===== src/rtl/array_arith_pkg.sv =====
// Shared types and constants for the pipelined array divider.
// Stage bundles are sized for the widest legal operand; narrower builds leave the upper bits at zero.
package array_arith_pkg;

    localparam int DEFAULT_WIDTH = 8;
    localparam int MAX_WIDTH     = 32;

    typedef logic [MAX_WIDTH-1:0] word_t;
    typedef logic [MAX_WIDTH:0]   rem_t;

    localparam word_t DIV0_Q_ONES = '1;
    localparam word_t DIV0_Q_ZERO = '0;

    typedef struct packed {
        logic  valid;
        word_t divisor;
        word_t dividend;
        rem_t  part_rem;
        word_t quot;
    } stage_t;

endpackage


===== src/rtl/array_divider_pipeline_if.sv =====
// Operand/result bus of the pipelined array divider.
// ARRAY_DIVIDER_DIV0_FLAG_EN adds the div0 result flag.
interface array_divider_pipeline_if #(parameter int width = array_arith_pkg::DEFAULT_WIDTH);

    logic             in_valid;
    logic [width-1:0] a;
    logic [width-1:0] b;
    logic             out_valid;
    logic [width-1:0] q;
    logic [width-1:0] r;
`ifdef ARRAY_DIVIDER_DIV0_FLAG_EN
    logic             div0;
`endif

    modport master (
        output in_valid, a, b,
        input  out_valid, q, r
`ifdef ARRAY_DIVIDER_DIV0_FLAG_EN
        , input div0
`endif
    );

    modport slave (
        input  in_valid, a, b,
        output out_valid, q, r
`ifdef ARRAY_DIVIDER_DIV0_FLAG_EN
        , output div0
`endif
    );

endinterface


===== src/rtl/array_divider_stage.sv =====
// One restoring-division step: resolves quotient bit width-1-index and registers the bundle.
module array_divider_stage
    import array_arith_pkg::*;
#(
    parameter int width = DEFAULT_WIDTH,
    parameter int index = 0
) (
    input  logic   clk,
    input  logic   rst_n,
    input  stage_t stage_in,
    output stage_t stage_out
);

    localparam int BIT = width - 1 - index;

    logic [width:0] trial;
    logic [width:0] dvsr;
    logic           take;
    rem_t           rem_next;
    word_t          quot_next;
    logic           unused_rem;

    logic           valid_q;
    word_t          divisor_q;
    word_t          dividend_q;
    rem_t           rem_q;
    word_t          quot_q;

    always_comb begin
        trial     = {stage_in.part_rem[width-1:0], stage_in.dividend[BIT]};
        dvsr      = {1'b0, stage_in.divisor[width-1:0]};
        take      = (trial >= dvsr);
        rem_next  = '0;
        rem_next[width:0] = take ? (trial - dvsr) : trial;
        quot_next = stage_in.quot;
        quot_next[BIT] = take;
    end

    // The partial remainder never exceeds width bits after a step, so its upper bits are dead.
    assign unused_rem = ^stage_in.part_rem[MAX_WIDTH:width];

    always_ff @(posedge clk or negedge rst_n) begin
        if (!rst_n) begin
            valid_q <= 1'b0;
        end else begin
            valid_q <= stage_in.valid;
        end
    end

    always_ff @(posedge clk) begin
        divisor_q  <= stage_in.divisor;
        dividend_q <= stage_in.dividend;
        rem_q      <= rem_next;
        quot_q     <= quot_next;
    end

    assign stage_out = '{valid:    valid_q,
                         divisor:  divisor_q,
                         dividend: dividend_q,
                         part_rem: rem_q,
                         quot:     quot_q};

endmodule


===== src/rtl/array_divider_pipeline.sv =====
// Fully pipelined unsigned restoring array divider: one a/b per clock, q and r width cycles later.
// ARRAY_DIVIDER_DIV0_FLAG_EN adds a div0 flag and reports q=0 for zero divisors.
module array_divider_pipeline
    import array_arith_pkg::*;
#(
    parameter int width = DEFAULT_WIDTH
) (
    input  logic clk,
    input  logic rst_n,
    array_divider_pipeline_if.slave bus
);

    stage_t pipe [0:width];
    stage_t last;
    logic   unused_last;

    assign pipe[0] = '{valid:    bus.in_valid,
                       divisor:  word_t'(bus.b),
                       dividend: word_t'(bus.a),
                       part_rem: '0,
                       quot:     '0};

    for (genvar k = 0; k < width; k++) begin : g_stage
        array_divider_stage #(
            .width (width),
            .index (k)
        ) u_stage (
            .clk       (clk),
            .rst_n     (rst_n),
            .stage_in  (pipe[k]),
            .stage_out (pipe[k+1])
        );
    end

    assign last        = pipe[width];
    assign unused_last = ^last;

`ifdef ARRAY_DIVIDER_DIV0_FLAG_EN
    logic zero_div;
    assign zero_div = (last.divisor[width-1:0] == '0);

    // A zero divisor reports q=0, r=a and raises div0 instead of the natural all-ones quotient.
    always_ff @(posedge clk or negedge rst_n) begin
        if (!rst_n) begin
            bus.out_valid <= 1'b0;
            bus.q         <= '0;
            bus.r         <= '0;
            bus.div0      <= 1'b0;
        end else begin
            bus.out_valid <= last.valid;
            if (last.valid) begin
                bus.q    <= zero_div ? DIV0_Q_ZERO[width-1:0] : last.quot[width-1:0];
                bus.r    <= zero_div ? last.dividend[width-1:0] : last.part_rem[width-1:0];
                bus.div0 <= zero_div;
            end
        end
    end
`else
    always_ff @(posedge clk or negedge rst_n) begin
        if (!rst_n) begin
            bus.out_valid <= 1'b0;
            bus.q         <= '0;
            bus.r         <= '0;
        end else begin
            bus.out_valid <= last.valid;
            if (last.valid) begin
                bus.q <= last.quot[width-1:0];
                bus.r <= last.part_rem[width-1:0];
            end
        end
    end
`endif

endmodule


===== src/flat_wrapper.sv =====
// flat-port wrapper written by rule: the top's interface ports become plain ports
module array_divider_pipeline_flat import array_arith_pkg::*;
#(
    parameter int width = DEFAULT_WIDTH
)
  (clk, rst_n, bus_in_valid, bus_a, bus_b, bus_out_valid, bus_q, bus_r);
  array_divider_pipeline_if #(.width(width)) bus_i ();
  input  logic clk;
  input  logic rst_n;
  input wire logic [$bits(bus_i.in_valid)-1:0] bus_in_valid;
  input wire logic [$bits(bus_i.a)-1:0] bus_a;
  input wire logic [$bits(bus_i.b)-1:0] bus_b;
  output wire logic [$bits(bus_i.out_valid)-1:0] bus_out_valid;
  output wire logic [$bits(bus_i.q)-1:0] bus_q;
  output wire logic [$bits(bus_i.r)-1:0] bus_r;
  assign bus_i.in_valid = bus_in_valid;
  assign bus_i.a = bus_a;
  assign bus_i.b = bus_b;
  assign bus_out_valid = bus_i.out_valid;
  assign bus_q = bus_i.q;
  assign bus_r = bus_i.r;
  array_divider_pipeline #(.width(width)) u_core (.clk(clk), .rst_n(rst_n), .bus(bus_i));
endmodule

===== config.mk =====
export PLATFORM = sky130hd
export DESIGN_NAME = array_divider_pipeline_flat
export DESIGN_NICKNAME = d
export VERILOG_FILES = /design/src/rtl/array_arith_pkg.sv /design/src/rtl/array_divider_pipeline_if.sv /design/src/rtl/array_divider_stage.sv /design/src/rtl/array_divider_pipeline.sv /design/src/flat_wrapper.sv
export SDC_FILE = /design/constraint.sdc
export NUM_CORES = 1
export LEC_CHECK = 0
export CAP_MARGIN = 20
export CORE_AREA = 2 2 144 146
export DETAILED_ROUTE_END_ITERATION = 10
export DIE_AREA = 0 0 146 148
export HOLD_SLACK_MARGIN = 0.08
export PLACE_DENSITY = 0.66
export SLEW_MARGIN = 10
export SYNTH_ARGS = -nofsm -noshare
export SYNTH_HDL_FRONTEND = slang
export SYNTH_SLANG_ARGS = --single-unit

===== constraint.sdc =====
create_clock -name clk -period 2.74 [get_ports clk]
set_input_delay 0.274 -clock clk [delete_from_list [all_inputs] [get_ports clk]]
set_output_delay 0.274 -clock clk [all_outputs]
set_load 0.005 [all_outputs]

# After elaboration in Yosys (flattened, before gate mapping)
# Index checks and enable logic that the tools add are counted.
totals:
  output_inout_bits: 17
  ff_bits: 209
  in_bits: 19
  elab_cells: 66
op_classes:
  addsub: 8
  n_mux: 8
  n_lt_le_gt_ge: 8
op_table:
  columns: ["op", "n"]
  rows:
  - ["$ge 9x8->1", 7]
  - ["$mux 8", 7]
  - ["$sub 8x8->8", 7]
  - ["$ge 1x8->1", 1]
  - ["$sub 1x8->8", 1]
  - ["$mux 1", 1]

# Depth between registers and ports, before layout
# Gate-level depths: netlist of the first run.
logic_depth:
  depth_word: 2
  ltp_mapped: 8
  depth_no_buf: 8

# Cells and area by module
# From an unflattened synthesis of the first run, not the netlist that was laid out.
unflattened:
  cells_unflattened: 1657
  area_unflattened_um2: 23667.7
modules_own_cells:
  columns: ["module", "instances", "cells_per_inst", "seq_area_each_um2", "area_each_um2"]
  rows:
  - ["array_divider_stage (u_core.g_stage[1].u_stage ...)", 4, 208, 2127.0, 2865.2]
  - ["array_divider_stage (u_core.g_stage[5].u_stage ...)", 3, 197, 2127.0, 2890.3]
  - ["array_divider_stage (u_core.g_stage[0].u_stage)", 1, 198, 2127.0, 2857.7]
  - ["array_divider_pipeline", 1, 36, 425.4, 678.2]

# Least setup slack after synthesis of the first run
# No wires, ideal clock.
synth_path:
  path_type: "register -> register"
  startpoint: "register u_core.g_stage[2].u_stage.divisor_q[3]"
  endpoint: "register u_core.g_stage[3].u_stage.rem_q[2]"
  arrival_time_ns: 1.828
  slack_ns: 0.792
  synth_period_minus_slack_ns: 1.948
  path_buffers: 0
  t_required_ns: 2.619
  setup_ns: 0.121
  path_stages_with_launch: 8
  path_cell_list: "dfxtp_1 > inv_1 > ha_1 > a21o_1 > a21oi_1 > o21ai_0 > a41oi_4 > mux2_2"
synth_between:
  elab_chain_cells: 2
synth_rtl:
  columns: ["element", "line_no", "text"]
  rows:
  - ["start: declaration", "array_divider_stage.sv:24", "word_t divisor_q;"]
  - ["start signal: assignment", "array_divider_stage.sv:51", "divisor_q <= stage_in.divisor;"]
  - ["$ge 9x8->1", "array_divider_stage.sv:32", "take = (trial >= dvsr);"]
  - ["$mux 8", "array_divider_stage.sv:34", "rem_next[width:0] = take ? (trial - dvsr) : trial;"]
  - ["net u_core.g_stage[3].u_stage.rem_next[2]", "array_divider_stage.sv:19", "rem_t rem_next;"]
  - ["end signal: assignment", "array_divider_stage.sv:53", "rem_q <= rem_next;"]
  - ["end: declaration", "array_divider_stage.sv:26", "rem_t rem_q;"]
# The timed path passes the listed nets, and every way through them passes these cells.
# A chain may end at the register's enable or synchronous reset.

# Final worst setup path of the first run
layout_path:
  startpoint: "register u_core.g_stage[2].u_stage.divisor_q[3]"
  endpoint: "register u_core.g_stage[3].u_stage.rem_q[4]"
layout_between:
  elab_chain_cells: 2
  elab_cells_between_ends: 3
  classes_between: "add/sub (1); order compare (1); mux (1)"
layout_rtl:
  columns: ["element", "line_no"]
  rows:
  - ["$sub 8x8->8 or $ge 9x8->1 (tied branches)", "array_divider_stage.sv:34, array_divider_stage.sv:32"]
  - ["$mux 8 (*)", "array_divider_stage.sv:34"]
  - ["net u_core.g_stage[3].u_stage.rem_next[4]", "array_divider_stage.sv:19"]
# Mark *: on every way through the listed nets, which the timed path passes. The rest lies on a longest branch.

==> summary.txt, run 1 <==
Power
  • LEAKAGE: around 4.3 nW
  • Tot Pwr: approximately 9.5 mW
  • Pwr dens: between 1000 and 1500 mW/mm2
  • Worst vdd ir: 0.428 mV

Routing
  • Post-DR wirelength/cell: approximately 13 um
  • 1st-pass router iterations: 4
  • Number of routed nets with antenna violations: 0
  • Vias: approximately 5000
  • DRT Wirelength: around 13 mm
  • DRT iter0 DRCs: 135
  • DRC violations left: 0
  • Vias/cell: around 4.7

Synth
  • Synth top area share: 0.468
  • Seq/Total Area, Yosys: 0.547
  • Area leader, netlist: dfxtp_1
  • Mapped Nets: 794
  • Synth cell types: 55
  • Adder-cell share of the synthesized area: 0.110
  • EDFF count, synth: 0
  • Mux contribution to synthesized area: 0.0561
  • Top cells by area, synth: dfxtp_1 47%, ha_1 9.2%, dfrtp_1 7.9%
  • Simple-Gate Fraction of Synth Area: 0.0841
  • XOR/XNOR Fraction of Synth Area: 0.0256
  • Synth warnings: 0
  • Yosys reg bits: around 210
  • Ys flop type: dfxtp_1
  • Asr flop ratio synth: 0.120
  • Top-count cell post-synth: dfxtp_1
  • Cells after synthesis: 710
  • Compound-gate portion of the synthesized area: 0.133
  • Commonest cells post-synth: 184 x dfxtp_1, 81 x inv_1, 58 x ha_1
  • Mapped cell area: roughly 0.0079 mm2
  • Mean Syn Cell Area: around 11 um2
  • Largest family of logic cells by synthesized area: compound AO/OA/AOI/OAI gates

STA
  • Setup Skew: between 5 and 6 ps
  • Max_slew headroom: 0.544
  • Slew Viols, Final: 0
  • Worst slew pin tran: 684 ps
  • TNS Setup: 0 ps
  • Fin. Hold Viols: 0
  • Period utilisation layout: 0.790
  • Post-route minimum period: ~2200 ps
  • Hold slack: ~140 ps
  • Final setup violation count: 0
  • Max Clock Freq: about 460 MHz
  • RSZ-0062 raised after global routing: false

Final layout
  • Share of layout cells above drive strength 1: 0.126
  • Finished Cell Area: about 0.0094 mm2
  • # nets final: approximately 850
  • Synth-to-Final Area Change: 19.2%
  • # diodes: 0

Worst setup path
  • Req. time, crit path: about 3100 ps
  • Reg2reg start: u_core.g_stage[2].u_stage.divisor_q[3]
  • Critical path arrival: 2540 ps
  • Critical Setup Path Class: flop to flop
  • CP max FO: 8
  • Crit. Startpoint: u_core.g_stage[2].u_stage.divisor_q[3]
  • CP Launch Type: flop
  • CP endpoint kind: flop

GRT
  • Number of global-route vias before repair: 5183
  • Largest net degree at the start of global routing: 26
  • Initial antenna violation count: 0
  • Global Route Usage Sum: 0.127
  • Overflow after GRT: 0
  • First-pass GRT wire length: around 23 mm

Clock network
  • Clk slew on worst S/H paths: ~60 ps
  • Worst skew pair latency: 490 ps
  • Root Driver: clkbuf_16
  • Clock Path Buffers: 3
  • Cts hold-fix bufs: 0
  • Post_cts resized: 0
  • H-tree depth: 1
  • CTS tree: built
  • Clock Sinks: roughly 210
  • # Post-CTS Setup Buffers: 0
  • Num CTS Buffers: 22

Floorplanning
  • Io pins: 36
  • Die Area: around 0.022 mm2
  • Starting Density: 0.393
  • FP Rows: 52
  • Area of the core: about 0.02 mm2
  • Vert. Die Dim: 148 um
  • Chip width: ~150 um

Min path
  • Worst hold path type: input pin to async pin

Placed design
  • DP Area: between 0.008 and 0.009 mm2
  • Port Buffers: 35
  • DP Wirelength: about 9.8 mm
  • Routability cong.: roughly 0.84

Outcome
  • Status: complete, no violations

Job
  • MaxCap Viol Count: 0
-- cells by family after synthesis --
logic type               Yosys count
flip-flops                       209
AND/OR/NAND/NOR                  125
adder cells (fa/ha/maj)           65
AO/OA/AOI/OAI                    159
multiplexers                      40
buffers and inverters             89
XOR/XNOR                          23
-- final timing paths --
path / cells after the start / slack [ps] / endpoint
worst min register to register: 0 / 320 / u_core.g_stage[2].u_stage.dividend_q[3]
worst max register to register: 7 / 580 / u_core.g_stage[3].u_stage.rem_q[4]
max in group asynchronous: 2 / 2350 / u_core.bus.q[3]
min in group clk: 1 / 220 / u_core.g_stage[0].u_stage.valid_q
worst max-delay path: 7 / 580 / u_core.g_stage[3].u_stage.rem_q[4]
worst min-delay path: 2 / 140 / u_core.bus.r[4]
-- flip-flops by register name, summed over array words and instances, names as in the netlist --
name / count
u_core.g_stage.u_stage.dividend_q: 28
u_core.g_stage.u_stage.rem_q: 64
u_core.g_stage.u_stage.divisor_q: 56
u_core.bus.out_valid: 1
u_core.bus.r: 8
u_core.bus.q: 8
u_core.g_stage.u_stage.valid_q: 8
u_core.g_stage.u_stage.quot_q: 36
-- stage by stage --
step | util | setup slack, ps | instances
floorplan | - | 792 | 710
global placement | 0.428 | 647 | 1013
detailed placement | 0.428 | 602 | 1013
CTS | 0.468 | 580 | 1053
global route | 0.468 | 435 | 1053
finish | 0.468 | 575 | 1053
-- area by class of cell --
class	instances	area, um2
Fill cell	1894	10700
Inverter	81	304
Tap cell	270	338
Sequential cell	209	4310
Clock buffer	27	621
Multi-Input combinational cell	412	3220
Timing Repair Buffer	41	395
Clock inverter	13	198
-- report_power, final --
group          internal [mW]  switching [mW]
clock                   2.08            1.16
sequential              3.61           0.249
combinational           1.21            1.22
-- placed cells by master, fill, tap and decap left out, types with 23 or more instances in the layout --
cell	count
dfrtp_1	25
nand2_1	35
mux2_2	33
dfxtp_1	184
clkdlybuf4s50_1	35
o21ai_0	46
ha_1	58
clkbuf_16	23
a21oi_1	42
inv_1	81
-- metal layers --
metal,up-vias,global-route usage,share of wire
li1,2547,-,-
met1,2311,0.125,0.38
met2,82,0.254,0.55
met3,47,0.0259,0.033
met4,0,0.0539,0.039
met5,-,0,0
-- worst max-delay path, cell delays in order (launching register included) --
cell	delay, ps
dfxtp_1	340
inv_1	50
ha_1	330
a21o_1	170
a21oi_1	170
o21ai_0	180
a41oi_4	430
mux2_2	390
Power figures use the tool's default switching activity.
==> run 2: changes to the inputs <==
==> constraint.sdc (replaced) <==
create_clock -name clk -period 2.15 [get_ports clk]
set_input_delay 0.215 -clock clk [delete_from_list [all_inputs] [get_ports clk]]
set_output_delay 0.215 -clock clk [all_outputs]
set_load 0.005 [all_outputs]
==> summary.txt, run 2 (synthesis gave the netlist of run 1 again) <==
Worst setup path
  • Slowest CP cell: a2111oi_1
  • Critical path's largest stage delay: 560 ps
  • Sum of buffers and inverters on the critical path: 1
  • CP Launch Type: flop
  • CP Cell Sequence: inv_1 -> ha_1 -> a21o_1 -> a21oi_1 -> o21ai_0 -> a2111oi_1 -> a2bb2oi_1
  • Critical path arrival: ~2500 ps
  • CP top delay family: compound AO/OA/AOI/OAI gates
  • CP endpoint kind: flop
  • Req. time, crit path: approximately 2600 ps
  • CP max FO: 3
  • Critical Setup Path Class: flop to flop

Routing
  • DRT iter0 DRCs: 110
  • DRT Wirelength: around 13 mm
  • Number of routed nets with antenna violations: 0
  • Vias/cell: 4.68
  • 1st-pass router iterations: 4
  • DRC violations left: 0
  • Vias: 4987
  • Post-DR wirelength/cell: between 10 and 15 um

GRT
  • Global Route Usage Sum: 0.124
  • Number of global-route vias before repair: around 5000
  • Overflow after GRT: 0
  • Largest net degree at the start of global routing: 26
  • Initial antenna violation count: 0
  • First-pass GRT wire length: 22.3 mm

STA
  • Worst slew pin tran: ~720 ps
  • Setup Skew: between 7 and 8 ps
  • TNS Setup: 0 ps
  • Fin. Hold Viols: 0
  • Max_slew headroom: 0.521
  • Period utilisation layout: 0.963
  • Final setup violation count: 0
  • RSZ-0062 raised after global routing: false
  • Slew Viols, Final: 0
  • Post-route minimum period: 2070 ps
  • Max Clock Freq: around 480 MHz

Final layout
  • # nets final: 863
  • Largest Register: u_core.g_stage.u_stage.rem_q
  • Layout filler cell count: between 1500 and 2000
  • Max FFs per register: between 60 and 70
  • Synth-to-Final Area Change: 19.9%
  • Most frequent cells in the layout: 184 x dfxtp_1, 81 x inv_1, 58 x ha_1
  • # diodes: 0
  • Commonest non-fill, non-tap cell in the layout: dfxtp_1
  • Share of layout cells above drive strength 1: 0.136
  • Biggest regs: u_core.g_stage.u_stage.rem_q x64, u_core.g_stage.u_stage.divisor_q x56, u_core.g_stage.u_stage.quot_q x36

Outcome
  • Status: complete, no violations

Job
  • MaxCap Viol Count: 0

Clock network
  • Clock Path Buffers: 3
  • Worst skew pair latency: between 400 and 500 ps
  • Root Driver: clkbuf_16
  • Clock Sinks: ~210
  • CTS tree: built
  • Clk slew on worst S/H paths: 60 ps
  • H-tree depth: 1
  • Num CTS Buffers: 22
  • Cts hold-fix bufs: 0

Floorplanning
  • Area of the core: between 0.02 and 0.025 mm2
  • Die Area: ~0.022 mm2
  • FP Rows: 52
  • Vert. Die Dim: 148 um
  • Starting Density: 0.393
  • Io pins: 36
  • Chip width: 146 um

Power
  • LEAKAGE: about 4.3 nW
  • Tot Pwr: around 12 mW
  • Worst vdd ir: 0.570 mV
  • Pwr dens: around 1300 mW/mm2

Min path
  • Worst hold path type: input pin to async pin

Placed design
  • Port Buffers: 35
  • DP Wirelength: between 9 and 10 mm
  • Routability cong.: ~0.81
## run 2: cell count changes in the layout (fill, tap and decap cells not counted), sizes merged
cell | before | now
clkbuf | 27 | 29
bufinv | 5 | 4
clkinv | 8 | 7
buf | 6 | 18
## run 2: routing by layer
layer,GRT usage,part of all wire,vias up
met5,0,0,-
met4,0.0573,0.049,0
met3,0.0262,0.034,43
met2,0.247,0.53,70
met1,0.121,0.39,2298
li1,-,-,2576
## run 2: what timing repair did
action | 4_1_cts | 5_1_grt
setup endpoints to repair | 0 | 14
resized for setup | 0 | 1
buffers inserted | 0 | 2
## run 2: path summary, 6_finish.rpt
kind	start	to	slack (ps)	cells past startpoint
hold / removal	rst_n	u_core.bus.r[4]	90	2
setup / recovery	u_core.g_stage[3].u_stage.divisor_q[3]	u_core.g_stage[4].u_stage.rem_q[7]	80	7
max in group asynchronous	rst_n	u_core.bus.q[4]	1820	2
min in group clk	bus_in_valid	u_core.g_stage[0].u_stage.valid_q	160	1
hold reg to reg	u_core.g_stage[6].u_stage.quot_q[5]	u_core.g_stage[7].u_stage.quot_q[5]	320	0
setup reg to reg	u_core.g_stage[3].u_stage.divisor_q[3]	u_core.g_stage[4].u_stage.rem_q[7]	80	7
## run 2: through the flow
step	util	setup slack, ps	hold slack [ps]	instances	cell area (um2)
after global routing	0.471	3.35	115	1065	9440
after CTS	0.470	51.8	94.6	1063	9420
final	0.471	79.8	94.4	1065	9440
after floorplan	-	202	-80.6	710	7870
after global placement	0.431	80.9	311	1023	8640
after detailed placement	0.431	58.2	312	1023	8640
## run 2: worst reg2reg max path, cell delays in order, from the launching register on
cell and delay [ps]:
dfxtp_1 350, inv_1 50, ha_1 290, a21o_1 170, a21oi_1 170, o21ai_0 200, a2111oi_1 560, a2bb2oi_1 210
## run 2: area by class of cell
| class | count | area (um2) | area share |
|---|---|---|---|
| well taps | 270 | 338 | 0.0358 |
| clock buffers | 29 | 618 | 0.0655 |
| inverters | 81 | 304 | 0.0322 |
| flip-flops and latches | 209 | 4310 | 0.457 |
| multi-input cells | 412 | 3220 | 0.341 |
| clock inverters | 11 | 159 | 0.0168 |
| repair buffers | 53 | 485 | 0.0515 |
## run 2: power by group
part,internal (mW),switching [mW]
combinational,1.61,1.56
sequential,4.59,0.303
clock,2.50,1.46
